File: src/rtl/inst_ram_loader_pkg.sv
// Shared definitions for the instruction RAM loader: FSM encoding,
// word geometry and the NOP fill value.
package inst_ram_loader_pkg;

  typedef enum logic [1:0] {
    IDLE = 2'd0,
    LOAD = 2'd1,
    DONE = 2'd2
  } state_t;

  localparam int          BYTES_PER_WORD = 4;
  localparam int          BYTE_W         = 8;
  localparam logic [31:0] NOP            = 32'h0000_0000;

endpackage

File: src/rtl/inst_ram_loader_if.sv
// Byte-stream load channel: control pulses plus a valid/ready byte handshake.
interface inst_ram_loader_if;
  import inst_ram_loader_pkg::*;

  logic              load_start;
  logic              load_end;
  logic              byte_valid;
  logic [BYTE_W-1:0] byte_data;
  logic              byte_ready;

  modport master (
    output load_start, load_end, byte_valid, byte_data,
    input  byte_ready
  );

  modport slave (
    input  load_start, load_end, byte_valid, byte_data,
    output byte_ready
  );
endinterface

File: src/rtl/inst_ram.sv
// Instruction memory: synchronous write, asynchronous read, and a
// synchronous clear that fills every word with NOP.
module inst_ram
  import inst_ram_loader_pkg::*;
#(
  parameter int AW = 6,
  parameter int DW = 32
) (
  input  logic          clk,
  input  logic          rst,
  input  logic          we,
  input  logic [AW-1:0] waddr,
  input  logic [DW-1:0] wdata,
  input  logic [AW-1:0] raddr,
  output logic [DW-1:0] rdata
);

  logic [DW-1:0] mem [2**AW];

  always_ff @(posedge clk) begin
    if (rst) begin
      for (int i = 0; i < 2**AW; i++) begin
        mem[i] <= DW'(NOP);
      end
    end else if (we) begin
      mem[waddr] <= wdata;
    end
  end

  // Combinational read so the CPU fetch path sees a word the cycle after it is written.
  assign rdata = mem[raddr];

endmodule

File: src/rtl/inst_ram_loader.sv
// Streams big-endian program bytes into the instruction RAM, one word per
// four accepted bytes, while the CPU fetches from the same RAM.
module inst_ram_loader
  import inst_ram_loader_pkg::*;
#(
  parameter int AW = 6,
  parameter int DW = 32
) (
  input  logic              clk,
  input  logic              rst,
  inst_ram_loader_if.slave  bus,
  input  logic [AW-1:0]     a,
  output logic [DW-1:0]     inst,
  output logic              loading,
  output logic              load_done,
  output logic [AW:0]       word_count,
  output logic              load_err
);

  state_t          state_reg, state_next;
  logic [AW-1:0]   ptr_reg;
  logic [1:0]      idx_reg, idx_next;
  logic [AW:0]     count_reg;
  logic            err_reg;
  logic [DW-9:0]   asm_reg;
  logic            accept;
  logic            word_we;
  logic            last_word;

  assign accept    = bus.byte_valid && (state_reg == LOAD);
  // A restart on the same edge as a fourth byte discards that word.
  assign word_we   = accept && (idx_reg == 2'(BYTES_PER_WORD - 1)) && !bus.load_start;
  assign last_word = &ptr_reg;

  always_comb begin
    idx_next = idx_reg;
    if (accept) begin
      idx_next = idx_reg + 2'd1;
    end
  end

  always_ff @(posedge clk) begin
    if (rst) begin
      state_reg <= IDLE;
    end else begin
      state_reg <= state_next;
    end
  end

  always_comb begin
    state_next = state_reg;
    if (bus.load_start) begin
      state_next = LOAD;
    end else begin
      case (state_reg)
        LOAD: begin
          if ((word_we && last_word) || bus.load_end) begin
            state_next = DONE;
          end
        end
        default: state_next = state_reg;
      endcase
    end
  end

  always_comb begin
    bus.byte_ready = 1'b0;
    loading        = 1'b0;
    load_done      = 1'b0;
    case (state_reg)
      LOAD: begin
        bus.byte_ready = 1'b1;
        loading        = 1'b1;
      end
      DONE:    load_done = 1'b1;
      default: ;
    endcase
  end

  always_ff @(posedge clk) begin
    if (rst) begin
      ptr_reg   <= '0;
      idx_reg   <= '0;
      count_reg <= '0;
      err_reg   <= 1'b0;
      asm_reg   <= '0;
    end else if (bus.load_start) begin
      ptr_reg   <= '0;
      idx_reg   <= '0;
      count_reg <= '0;
      err_reg   <= 1'b0;
    end else if (state_reg == LOAD) begin
      if (accept) begin
        asm_reg <= {asm_reg[DW-17:0], bus.byte_data};
      end
      if (word_we) begin
        ptr_reg   <= ptr_reg + AW'(1);
        count_reg <= count_reg + (AW+1)'(1);
      end
      // load_end sees the index after this cycle's byte; a nonzero index is a torn word.
      if (bus.load_end) begin
        idx_reg <= '0;
        if (idx_next != 2'd0) begin
          err_reg <= 1'b1;
        end
      end else begin
        idx_reg <= idx_next;
      end
    end
  end

  assign word_count = count_reg;
  assign load_err   = err_reg;

  inst_ram #(
    .AW (AW),
    .DW (DW)
  ) u_ram (
    .clk   (clk),
    .rst   (rst),
    .we    (word_we),
    .waddr (ptr_reg),
    .wdata ({asm_reg, bus.byte_data}),
    .raddr (a),
    .rdata (inst)
  );

endmodule

File: src/flat_wrapper.sv
// flat-port wrapper written by rule: the top's interface ports become plain ports
module inst_ram_loader_flat import inst_ram_loader_pkg::*;
#(
  parameter int AW = 6,
  parameter int DW = 32
)
  (clk, rst, a, inst, loading, load_done, word_count, load_err, bus_load_start, bus_load_end, bus_byte_valid, bus_byte_data, bus_byte_ready);
  inst_ram_loader_if bus_i ();
  input  logic clk;
  input  logic rst;
  input  logic [AW-1:0] a;
  output logic [DW-1:0] inst;
  output logic loading;
  output logic load_done;
  output logic [AW:0] word_count;
  output logic load_err;
  input wire logic [$bits(bus_i.load_start)-1:0] bus_load_start;
  input wire logic [$bits(bus_i.load_end)-1:0] bus_load_end;
  input wire logic [$bits(bus_i.byte_valid)-1:0] bus_byte_valid;
  input wire logic [$bits(bus_i.byte_data)-1:0] bus_byte_data;
  output wire logic [$bits(bus_i.byte_ready)-1:0] bus_byte_ready;
  assign bus_i.load_start = bus_load_start;
  assign bus_i.load_end = bus_load_end;
  assign bus_i.byte_valid = bus_byte_valid;
  assign bus_i.byte_data = bus_byte_data;
  assign bus_byte_ready = bus_i.byte_ready;
  inst_ram_loader #(.AW(AW), .DW(DW)) u_core (.clk(clk), .rst(rst), .bus(bus_i), .a(a), .inst(inst), .loading(loading), .load_done(load_done), .word_count(word_count), .load_err(load_err));
endmodule
File: config.mk
export PLATFORM = sky130hd
export DESIGN_NAME = inst_ram_loader_flat
export DESIGN_NICKNAME = d
export VERILOG_FILES = /design/src/rtl/inst_ram_loader_pkg.sv /design/src/rtl/inst_ram_loader_if.sv /design/src/rtl/inst_ram.sv /design/src/rtl/inst_ram_loader.sv /design/src/flat_wrapper.sv
export SDC_FILE = /design/constraint.sdc
export NUM_CORES = 2
export LEC_CHECK = 0
export CAP_MARGIN = 25
export CORE_UTILIZATION = 60
export DETAILED_ROUTE_END_ITERATION = 10
export PLACE_DENSITY_LB_ADDON = 0.2
export SYNTH_ARGS = -nofsm -noshare
export SYNTH_HDL_FRONTEND = slang
export SYNTH_SLANG_ARGS = --single-unit
File: constraint.sdc
create_clock -name clk -period 4.5 [get_ports clk]
set_input_delay 1.125 -clock clk [delete_from_list [all_inputs] [get_ports clk]]
set_output_delay 1.125 -clock clk [all_outputs]
set_load 0.01 [all_outputs]
==> results.toml <==
[synthesis]
netlist_area_um2 = 94400
syn_nets = 6127
avgSynthCellArea_um2 = 15.5
synthFlopType = "edfxtp_1"
synth_top_family_by_area = "simple AND/OR/NAND/NOR gates"
synth_seq_area_share_pct = 66.1
synth_edf_count = 2048
synth_xor_area_share_pct = 0.0928
async_reset_ff_share_pct = 0
synth-seq-cells = 2090
yosysUniqueCellTypes = 63
ys_warn_count = 0
synth-simple-area-share_pct = 15.6
synth.area.mux_share_pct = 12.6
syn_inst = 6105
synth_fa_ha_area_share_pct = 0.0398
synth-compound-area-share_pct = 2.52

[sta]
drv_slew = 0
setup_viol = 7
hold_slack_ns = 0.513
period_minus_slack_ns = 4.56
tightestPinTransition_ns = 1.15
setup_ws_ns = -0.0645
final-hold-violation-count = 0
slew_headroom_pct = 23.2
finalCritPeriodShare_pct = 101
max_freq_mhz = 219
fin_skew_ns = 0.0301
rsz0062_at_grt = "yes"

[cts]
clockBufferDepth = 3
clock_latency_ns = 0.86
hold_buffers = 0
cts_root_buffer = "clkbuf_16"
cts_tree = "yes"
cts_inserted_buffers = 209
clk_pin_slew_worst_paths_ns = 0.06
h-tree-depth = 4
clock-sinks = 2090

[flow_run]
cap_violations = 0

[setup_path]
critPathRequiredTime_ns = 3.38
cp-startpoint = "a[0]"
slowest_stage = "mux4_2"
critPathMaxStageDelay_ns = 0.60
worst_setup_path_start_kind = "input port"
timing.critical_path.cells = "buf_16, buf_12, buf_8, mux4_2, o22ai_4, nor4_2, buf_4, buf_4, o22a_1, dlygate4sd2_1"
crit_buf_inv = 6
path_class = "in -> out"
timing.critical_path.mode_cell = "buf_4"
worstSetupEndpointType = "output pin"
r2r-start = "u_core.ptr_reg[5]"
cpLargestDelayFamily = "buffers and inverters"
crit_fanout = 13
cp.arrival_ns = 3.44

[global_routing]
antenna_found_initial = 11
grt.total_usage_pct = 36.3
grt-ovfl-total = 0
grt_pass1_wl_mm = 403
grt_max_degree = 67
grt_pass1_vias = 55900

[die]
fp.dieH_um = 399
die_x_um = 399
core_um2 = 156000
fp.dieArea_um2 = 159000
core.rowCount = 145
io_pins = 62
start_util_pct = 60.4

[hold_path]
hold_class = "reg -> reg"
hp-start = "u_core.state_reg[1]"

[route]
firstDrtPassIters = 6
ant_nets = 0
viasPerCell = 6.53
vias = 57500
wl_mm = 287
drtIter0Drc = 9112
wl_per_cell_um = 32.6
drcViolationCount = 0

[placement]
portBuffers = 61
globalplace.congestion = 0.922
dp_cells = 8316
hpwlAfterDp_mm = 175
placed_cell_area_um2 = 102000

[power]
power.leakage_nw = 39.3
ir_worst_vdd_v = 0.000411
fin_total_pwr_mw = 43.6
powerDensity_nw_per_um2 = 394

[finish]
fin_nets = 6588
syn_to_final_growth_pct = 17.4
design_area_um2 = 111000
finalNonFillerCells = 8802
largest_reg_flops = 2048
drive_above_1_share_pct = 28.5

[run_status]
status = "finished with violations"
failed_checks = "setup timing"
layer usage:
metal / up-vias / GRT usage [%] / routed length (um)
li1: 23400 / - / -
met1: 29400 / 50.3 / 103000
met2: 4076 / 53.7 / 130000
met3: 545 / 10.8 / 40700
met4: 6 / 16.1 / 12500
met5: - / 0 / 184
report_power, final:
| part | internal [mW] | leakage [nW] | switching [mW] | total, mW |
|---|---|---|---|---|
| clock | 9.69 | 3.21 | 7.44 | 17.1 |
| sequential | 22.2 | 19.8 | 0.280 | 22.5 |
| combinational | 1.72 | 16.2 | 2.20 | 3.93 |
| total | 33.6 | 39.3 | 9.93 | 43.6 |
tightest hold or removal path, stage by stage (launching register included):
cell and delay (ns):
dfxtp_1 0.35, a21oi_1 0.05, nor2_1 0.08
layout make-up:
cell class	count	area, um2
clock buffers	276	5560
multi-input cells	3386	30500
fillers	9721	45500
diodes	3	7.51
flip-flops and latches	2090	62400
repair buffers	872	8680
inverters	7	26.3
clock inverters	110	1030
well taps	2058	2570
cell usage after synthesis, drive strengths merged (2+ instances only):
cell | count | share of area, %
o211ai | 4 | 0.032
or3 | 3 | 0.020
o21ai | 7 | 0.037
a311oi | 7 | 0.065
xor2 | 8 | 0.074
nand2 | 101 | 0.40
o22ai | 147 | 0.97
edfxtp | 2048 | 65
mux4 | 478 | 11
o22a | 26 | 0.24
o311ai | 2 | 0.019
and2 | 2065 | 14
nand2b | 5 | 0.033
ha | 3 | 0.040
nand4 | 7 | 0.046
nor2 | 96 | 0.38
a211o | 2 | 0.019
nand3b | 5 | 0.044
mux2i | 107 | 1.1
nand3 | 15 | 0.080
a211oi | 35 | 0.28
or2 | 70 | 0.46
and3 | 8 | 0.053
nor2b | 5 | 0.033
a31oi | 8 | 0.053
o2111ai | 2 | 0.019
dfxtp | 42 | 0.89
buf | 120 | 0.91
or3b | 4 | 0.037
nor3 | 25 | 0.15
o221ai | 26 | 0.24
a22oi | 18 | 0.14
inv | 6 | 0.024
clkbuf | 502 | 2.1
xnor2 | 2 | 0.019
a21oi | 57 | 0.30
a32o | 2 | 0.021
nor4 | 26 | 0.19
metrics by stage:
stage / utilization (%) / setup TNS, ns / worst slack [ns]
2_1_floorplan: - / 0 / 0.616
3_3_place_gp: 65.0 / -22.26 / -1.56
3_5_place_dp: 65.1 / -18.58 / -0.903
4_1_cts: 70.4 / -0.742 / -0.137
5_1_grt: 70.9 / -0.232 / -0.0785
6_report: 70.9 / -0.209 / -0.0645
timing repair:
| action | CTS | global route |
|---|---|---|
| gates cloned | 11 | 2 |
| gates resized for setup | 265 | 120 |
| buffers inserted | 44 | 41 |
| endpoints found under the setup margin | 32 | 31 |
| pin swaps | 28 | 29 |
cell usage in the layout, fill, tap and decap left out, types with 8 or more instances in the layout:
cell type	count
a22oi_1	17
dfxtp_2	21
buf_12	108
nand3_1	15
o221ai_1	18
inv_6	9
bufinv_16	18
nor4_2	8
a211oi_1	13
nor4_4	14
clkbuf_1	61
nand2_1	98
clkinv_1	49
o22a_1	18
nor2_1	33
xor2_1	8
o22ai_1	93
and2_1	2062
buf_6	36
o22ai_2	36
a211oi_2	19
mux4_2	472
buf_16	23
clkinv_2	27
nor2_2	63
buf_4	635
o221ai_2	8
mux2i_1	102
or2_2	66
dfxtp_1	18
edfxtp_1	2048
clkbuf_16	214
buf_2	20
clkbuf_2	12
o22ai_4	18
a21oi_1	53
nor3_1	15
clkdlybuf4s50_1	14
cells by family (layout without fill, tap and decap cells):
kind of cell / Yosys count / in the layout
and+or+nand+nor: 2437 / 2437
DFF: 2090 / 2090
buffers and inverters: 629 / 1265
muxes: 585 / 585
AOI/OAI and AO/OA: 351 / 351
xor gates and xnor gates: 10 / 10
adders and majority gates: 3 / 3
other: 0 / 3
path summary, 6_finish.rpt:
kind / endpoint / slack, ns / cells after the start
worst max register to register: u_core.u_ram.mem[59][13] / 1.64 / 4
worst max-delay path: inst[12] / -0.06 / 10
worst min register to register: u_core.state_reg[1] / 0.51 / 2
worst min-delay path: u_core.state_reg[1] / 0.51 / 2
Note: power is estimated with default switching activity, not from simulation.
